## src/rtl/seq_det_pkg.sv

```systemverilog
`default_nettype none
// ============================================================================
// Module   : seq_det_pkg
// Brief    : Shared constants and helpers for the serial pattern detector.
// Revision : 1.0 - initial release
// ============================================================================
package seq_det_pkg;

    localparam logic       FOUND       = 1'b1;
    localparam logic       NOTFOUND    = 1'b0;
    localparam logic [3:0] DEF_PATTERN = 4'b1100;
    localparam int         DEF_LEN     = 4;

    // Width needed to hold a pattern length of 0..max_len (LEN_W).
    function automatic int len_width(input int max_len);
        return $clog2(max_len + 1);
    endfunction

endpackage
`default_nettype wire

```

## src/rtl/seq_match_counter.sv

```systemverilog
`default_nettype none
// ============================================================================
// Module   : seq_match_counter
// Brief    : Saturating match counter; clear takes priority over increment.
// Revision : 1.0 - initial release
// ============================================================================
module seq_match_counter #(
    parameter int CNT_W = 8
) (
    input  logic             clk,
    input  logic             reset,
    input  logic             inc,
    input  logic             clr,
    output logic [CNT_W-1:0] count,
    output logic             sat
);

    logic [CNT_W-1:0] r_count;

    always_ff @(posedge clk) begin
        if (!reset) begin
            r_count <= '0;
        end else if (clr) begin
            r_count <= '0;
        end else if (inc && !(&r_count)) begin
            r_count <= r_count + CNT_W'(1);
        end
    end

    assign count = r_count;
    assign sat   = &r_count;

endmodule
`default_nettype wire

```

## src/rtl/seq_detector_param.sv

```systemverilog
`default_nettype none
// ============================================================================
// Module   : seq_detector_param
// Brief    : Run-time programmable serial bit-pattern detector with counter.
// Revision : 1.0 - initial release
// ============================================================================
module seq_detector_param
    import seq_det_pkg::*;
#(
    parameter int MAX_LEN        = 8,
    parameter int CNT_W          = 8,
    parameter int REGISTERED_OUT = 0
) (
    input  logic                         clk,
    input  logic                         reset,
    input  logic                         x,
    input  logic                         x_valid,
    input  logic                         cfg_we,
    input  logic [MAX_LEN-1:0]           cfg_pattern,
    input  logic [$clog2(MAX_LEN+1)-1:0] cfg_len,
    input  logic                         cfg_overlap,
    input  logic                         cnt_clr,
    output logic                         y,
    output logic [CNT_W-1:0]             match_count,
    output logic                         count_sat
);

    localparam int                 LEN_W         = len_width(MAX_LEN);
    localparam logic [LEN_W-1:0]   FILL_0        = '0;
    localparam logic [LEN_W-1:0]   FILL_MAX      = LEN_W'(MAX_LEN);
    localparam logic [MAX_LEN-1:0] C_DEF_PATTERN = MAX_LEN'(DEF_PATTERN);
    localparam logic [LEN_W-1:0]   C_DEF_LEN     = LEN_W'(DEF_LEN);

    logic [MAX_LEN-1:0] r_pattern;
    logic [LEN_W-1:0]   r_len;
    logic               r_overlap;
    logic [MAX_LEN-1:0] r_hist;
    logic [LEN_W-1:0]   r_fill;
    logic [LEN_W-1:0]   w_fill_next;
    logic               w_consume;
    logic               w_hit;
    logic [MAX_LEN-1:0] w_window;
    logic [MAX_LEN-1:0] w_mask;
    logic               w_fill_ok;

    // A simultaneous config write wins over the data bit.
    assign w_consume = x_valid & ~cfg_we;
    assign w_window  = {r_hist[MAX_LEN-2:0], x};

    always_ff @(posedge clk) begin
        if (!reset) begin
            r_pattern <= C_DEF_PATTERN;
            r_len     <= C_DEF_LEN;
            r_overlap <= 1'b1;
        end else if (cfg_we) begin
            r_pattern <= cfg_pattern;
            r_len     <= (cfg_len > FILL_MAX) ? FILL_MAX : cfg_len;
            r_overlap <= cfg_overlap;
        end
    end

    always_ff @(posedge clk) begin
        if (!reset) begin
            r_hist <= '0;
        end else if (w_consume) begin
            r_hist <= {r_hist[MAX_LEN-2:0], x};
        end
    end

    // Fill-level FSM: state register
    always_ff @(posedge clk) begin
        if (!reset) begin
            r_fill <= FILL_0;
        end else begin
            r_fill <= w_fill_next;
        end
    end

    // Fill-level FSM: next state
    always_comb begin
        w_fill_next = r_fill;
        if (cfg_we) begin
            w_fill_next = FILL_0;
        end else if (w_consume) begin
            if (w_hit && !r_overlap) begin
                w_fill_next = FILL_0;
            end else if (r_fill != FILL_MAX) begin
                w_fill_next = r_fill + LEN_W'(1);
            end
        end
    end

    // Fill-level FSM: output (comparator); only the newest len bits take part
    always_comb begin
        w_mask = '0;
        for (int i = 0; i < MAX_LEN; i++) begin
            w_mask[i] = (i < int'(r_len));
        end
        w_fill_ok = (int'(r_fill) + 1) >= int'(r_len);
        w_hit     = w_consume && (r_len != FILL_0) && w_fill_ok &&
                    (((w_window ^ r_pattern) & w_mask) == '0);
    end

    generate
        if (REGISTERED_OUT != 0) begin : g_reg_out
            logic r_y_q;
            always_ff @(posedge clk) begin
                if (!reset) begin
                    r_y_q <= NOTFOUND;
                end else begin
                    r_y_q <= w_hit;
                end
            end
            assign y = reset ? r_y_q : NOTFOUND;
        end else begin : g_mealy_out
            assign y = (reset && w_hit) ? FOUND : NOTFOUND;
        end
    endgenerate

    seq_match_counter #(
        .CNT_W (CNT_W)
    ) u_counter (
        .clk   (clk),
        .reset (reset),
        .inc   (w_hit),
        .clr   (cnt_clr),
        .count (match_count),
        .sat   (count_sat)
    );

endmodule
`default_nettype wire

```

## config.mk

```make
export PLATFORM = sky130hd
export DESIGN_NAME = seq_detector_param
export DESIGN_NICKNAME = d
export VERILOG_FILES = /design/src/rtl/seq_det_pkg.sv /design/src/rtl/seq_match_counter.sv /design/src/rtl/seq_detector_param.sv
export SDC_FILE = /design/constraint.sdc
export NUM_CORES = 1
export LEC_CHECK = 0
export ABC_AREA = 0
export CELL_PAD_IN_SITES_DETAIL_PLACEMENT = 0
export CELL_PAD_IN_SITES_GLOBAL_PLACEMENT = 2
export CORE_ASPECT_RATIO = 0.6
export CORE_UTILIZATION = 28
export DETAILED_ROUTE_END_ITERATION = 10
export PLACE_DENSITY_LB_ADDON = 0.1
export SYNTH_ARGS = -nofsm -noshare
export SYNTH_HDL_FRONTEND = slang
export SYNTH_SLANG_ARGS = --single-unit
```

## constraint.sdc

```tcl
create_clock -name clk -period 1.8 [get_ports clk]
set_input_delay 0.18 -clock clk [delete_from_list [all_inputs] [get_ports clk]]
set_output_delay 0.18 -clock clk [all_outputs]
set_load 0.1 [all_outputs]
```

## Yosys cells after proc, flatten, opt, wreduce, memory -nomap -nowiden

Cells that the tools add are included.

| storage, ports and cells | value |
|---|---|
| register bits | 32 |
| word-level logic and storage cells | 44 |

| operators by class | value |
|---|---|
| add/sub/neg operators | 3 |
| magnitude comparators | 10 |
| equal/unequal tests | 1 |
| mux-type cells | 4 |
| bitwise logic cells | 5 |
| reductions and logical operators | 15 |

Operator list:

| cell | count |
|---|---|
| < comparator 3 x 4 -> 1 bit (first input constant) | 4 |
| two-way mux 4 bit | 3 |
| adder 8 x 1 -> 8 bit (second input constant) | 1 |
| AND 8 bit | 1 |
| zero test 8 bit | 1 |
| < comparator 1 x 4 -> 1 bit (first input constant) | 2 |
| < comparator 2 x 4 -> 1 bit (first input constant) | 2 |
| AND reduction 8 bit | 1 |
| XOR 8 bit | 1 |
| logical AND 1 bit | 6 |
| adder 4 x 1 -> 5 bit (second input constant) | 1 |
| >= comparator 5 x 4 -> 1 bit | 1 |
| adder 4 x 1 -> 4 bit (second input constant) | 1 |
| > comparator 4 bit (second input constant) | 1 |
| inequality test 4 bit (second input constant) | 1 |
| nonzero test 4 bit | 1 |
| OR reduction 2 bit | 2 |
| zero test 1 bit | 2 |
| inverter 1 bit | 2 |
| AND reduction 2 bit | 1 |
| nonzero test 2 bit | 1 |
| AND 1 bit | 1 |
| two-way mux 1 bit | 1 |

## Logic depth before layout (Yosys ltp)

| logic depth | value |
|---|---|
| word-level depth | 8 |
| mapped depth | 9 |

## Cells and area by module

Synthesis repeated with hierarchy kept, for this count alone.

| unflattened totals | value |
|---|---|
| cells, all modules | 189 |
| area total of the unflattened synthesis | 1,636.6 sq um |

Modules (own cells, without submodules):

| module | instances | cells each | area each (sq um) | sequential area each (sq um) |
|---|---|---|---|---|
| seq_detector_param | 1 | 139 | 1,213.7 | 480.5 |
| seq_match_counter | 1 | 50 | 422.9 | 160.2 |

## Worst setup path after synthesis

Ideal clock, no wire load.

| path | value |
|---|---|
| kind | register to output |
| start | register r_fill[0] |
| end | output y |
| arrival time | 2,165 ps |
| slack | -545 ps |
| cell stages (with the launch flop) | 8 |
| buffers on the path | 0 |
| cells stage by stage | dfxtp_1 > inv_1 > ha_1 > ha_1 > a211oi_1 > o21ai_1 > and3_1 > and2_1 |

| on the way | value |
|---|---|
| cells in the longest elaborated chain, start to end | 6 |

RTL lines:

| item | RTL line | source |
|---|---|---|
| start, declared | seq_detector_param.sv:38 | `logic [LEN_W-1:0] r_fill;` |
| start signal, assigned | seq_detector_param.sv:75 | `r_fill <= w_fill_next;` |
| adder 4 x 1 -> 5 bit | seq_detector_param.sv:99 | `w_fill_ok = (int'(r_fill) + 1) >= int'(r_len);` |
| >= comparator 5 x 4 -> 1 bit | seq_detector_param.sv:99 |  |
| logical AND 1 bit (2 in a row) | seq_detector_param.sv:100 | `w_hit = w_consume && (r_len != FILL_0) && w_fill_ok &&` |
| logical AND 1 bit | seq_detector_param.sv:116 | `assign y = (reset && w_hit) ? FOUND : NOTFOUND;` |
| two-way mux 1 bit | seq_detector_param.sv:116 |  |
| end, declared | seq_detector_param.sv:23 | `output logic y,` |

No other way between the ends.

## Worst setup path after layout

| path | value |
|---|---|
| start | register r_fill[1] |
| end | register u_counter.r_count[5] (netlist: u_counter.count[5]) |

| on the way | value |
|---|---|
| cells in the longest elaborated chain, start to end | 5 |

RTL lines:

| item | RTL line | source |
|---|---|---|
| adder 4 x 1 -> 5 bit | seq_detector_param.sv:99 |  |
| >= comparator 5 x 4 -> 1 bit | seq_detector_param.sv:99 |  |
| logical AND 1 bit (2 in a row) | seq_detector_param.sv:100 |  |
| logical AND 1 bit | seq_match_counter.sv:25 | `end else if (inc && !(&r_count)) begin` |
| end signal, assigned | seq_match_counter.sv:26 | `r_count <= r_count + CNT_W'(1);` |
| end, declared | seq_match_counter.sv:18 | `logic [CNT_W-1:0] r_count;` |

No other way between the ends.
A chain may end at the register's enable or synchronous reset.

==> run metrics <==
min-delay worst type reg -> reg; WL/cell 13.64 um; Setup Crit Path Kind reg -> reg; Slew Viols, Final 0; layout cell share with drive strength beyond 1 32.51%; Clock Tree Buf Depth 2; number of CTS-inserted buffers 5; final WL 4407 um; Die ar. 6284 um2; Detailed Routing Iterations Pass 1 4; clock share of power 42.0%; Core Box Area 5649 um2; vias in the first global route 1383; Internal 1.249 mW; Die Ht 61.81 um; Yosys Warn Count 0; Finished Layout Cells 323; Post-synth top flop dfxtp_1; Slowest cell on crit path or4_4; final setup TNS -2.794 ns; Crit. path cell count 9; 1st-iter DRT viols 59; synthesized net count 213; number of synthesized flops with an enable pin 0; hold buffer count at CTS 0; # diodes 0; DP Area 2215 um2; hpwl dp 3183 um; Sw Pwr 0.3828 mW; H-tree Lvls 2; Crit path arrival time 2.39 ns; Post-Syn Area 1669 um2; Hold WS 0.4751 ns; setup ws final -0.3724 ns; drt drc 0; status finished with violations; combinational share of power 12.5%; sequential power share 45.5%; Initial Util 29.55%; leading cell type in the layout, fill and taps excluded buf_4; Leak Pwr 0.9448 nW; Net Sw Frac 23.47%; IO buf count 28; failing checks setup timing; Worst Path Buf+Inv 2; clock latency on the worst-skew pair 0.28 ns; most frequent cells in the layout buf_4, nand2_1, dfxtp_1; Fin. Hold Viols 0; clk slew on worst S/H paths 0.07 ns; post-synthesis sequential area ratio 38.38%; Syn Inst Count 187; Crit. End Element flop; ANT nets after route 0; PwrDens 664.6 nW/um2; FFs w/ async S/R, synth 0%; worst-path fanout max 4; Placed Cells incl. Taps 311; Rows 21; Worst Tran Pin Value 0.3242 ns; Startpoint Class flop; initial antenna violation count 0; fmax 0.4603 GHz; RSZ-0062 raised after global routing yes; Period Utilization, post-route 120.7%; root buffer cell clkbuf_8; IO Count 29; GRT Residual Overflow 0; Total GRT Usage 15.14%; synthesized area per cell 8.926 um2; crit-path leading delay family simple AND/OR/NAND/NOR gates; critical path's largest stage delay 0.54 ns; Power Total 1.632 mW; Max Cap Viol 0; Die X-Extent 101.7 um; Reg2Reg Depth 9; CTS tree yes; Critical Path RT 2.02 ns; largest net degree at the start of global routing 19; first-pass GRT wire length 6955 um; Most common cell on crit path ha_4; via/cell ratio 4.591; post-synthesis cell type count 39; flops & latches, synth 32; nets 268; final setup fails 13; Final Critical Period 2.172 ns; # clock sinks 32; Max VDD drop 0.0003222 V; vias 1483; GPL Wtd Cong 0.8193; Synth-to-Final Area Change 47.08%; worst path cell trace inv_2, ha_4, ha_4, a211oi_2, o21ai_2, buf_4, nand4_4, or4_4, a21oi_2; Hold Path Depth 2; Slew HR 78.39%; clock skew 0.005267 ns; Design Area, Final 2455 um2
## worst register-to-register path: stages, from the launching register on
cell and delay (ns):
dfxtp_4 0.38, inv_2 0.05, ha_4 0.25, ha_4 0.26
a211oi_2 0.06, o21ai_2 0.17, buf_4 0.14, nand4_4 0.10
or4_4 0.54, a21oi_2 0.14
## power by group through the flow
stage          logic (mW)  clock network (mW)  registers [mW]
2_1_floorplan      0.0984                   0           0.756
3_3_place_gp        0.185                   0           0.759
3_5_place_dp        0.189                   0           0.759
4_1_cts             0.201               0.714           0.741
5_1_grt             0.224               0.746           0.744
6_report            0.204               0.686           0.742
## worst paths after layout
kind / start / end / slack (ns)
worst max register to register: r_fill[1] / u_counter.count[5] / -0.37
worst min register to register: r_hist[6] / r_hist[6] / 0.48
worst min-delay path: r_hist[6] / r_hist[6] / 0.48
worst max-delay path: r_fill[1] / u_counter.count[5] / -0.37
## routing by layer
layer	up-vias	track usage (%)	part of all wire, %
li1	762	-	-
met4	0	4.969	1.0
met3	5	3.803	3.5
met5	-	0	0
met2	34	22.10	40
met1	682	21.77	55
## cell families (layout without fill, tap and decap cells)
family                   after synthesis  in the layout  synth area share [%]
AO/OA/AOI/OAI                         34             34                 13.19
XOR/XNOR                              11             11                 6.223
adder cells (fa/ha/maj)                7              7                 5.247
buffers and inverters                 15             71                 4.423
flip-flops                            32             32                 38.38
multiplexers                          13             13                 7.796
AND/OR/NAND/NOR                       75             75                 24.74
## metrics by stage
| step | worst slack, ns | utilization (%) |
|---|---|---|
| 6_report | -0.3724 | 43.46 |
| 5_1_grt | -0.4823 | 43.46 |
| 4_1_cts | -0.3991 | 42.50 |
| 3_5_place_dp | -0.3478 | 39.20 |
| 3_3_place_gp | -0.3083 | 39.20 |
| 2_1_floorplan | -0.1309 | - |
## Yosys cell counts (2+ instances only)
library cell | count | area (um2)
xor2_1 | 3 | 26.28
buf_2 | 2 | 10.01
dfxtp_1 | 32 | 640.6
o221ai_1 | 2 | 17.52
or3_1 | 4 | 25.02
a21boi_0 | 7 | 52.55
buf_6 | 2 | 22.52
nand2b_1 | 5 | 31.28
inv_1 | 8 | 30.03
nor3_1 | 3 | 15.01
xnor2_1 | 7 | 61.31
ha_1 | 7 | 87.58
o22ai_1 | 3 | 18.77
o211ai_1 | 2 | 15.01
clkbuf_1 | 2 | 7.510
nand3_1 | 5 | 25.02
o21ai_0 | 5 | 25.02
nor2_1 | 4 | 15.01
a21oi_1 | 6 | 30.03
o21ai_1 | 3 | 15.01
and2_1 | 2 | 12.51
mux2i_1 | 13 | 130.1
nor2b_1 | 13 | 81.33
or4_1 | 3 | 22.52
a31oi_1 | 3 | 18.77
nand2_1 | 26 | 97.59
and3_1 | 3 | 18.77
## cell type report
type                            count  area (um2)
Sequential cell                    32       660.6
Clock inverter                      2       35.03
Tap cell                           80       100.1
Multi-Input combinational cell    140        1056
Inverter                            8       36.28
Fill cell                         557        3194
Clock buffer                        6       72.57
Timing Repair Buffer               55       494.2
## flip-flops by register name, summed over array words and instances, names as in the netlist
signal / count
r_len: 4
u_counter.count: 8
r_hist: 7
r_overlap: 1
r_fill: 4
r_pattern: 8
## repair_timing
item	4_1_cts	5_1_grt
endpoints found under the setup margin	13	13
cloned	1	0
resized for setup	12	12
setup buffers	2	1
pin swaps	12	5
No activity file was read; power rests on OpenSTA's default activity.
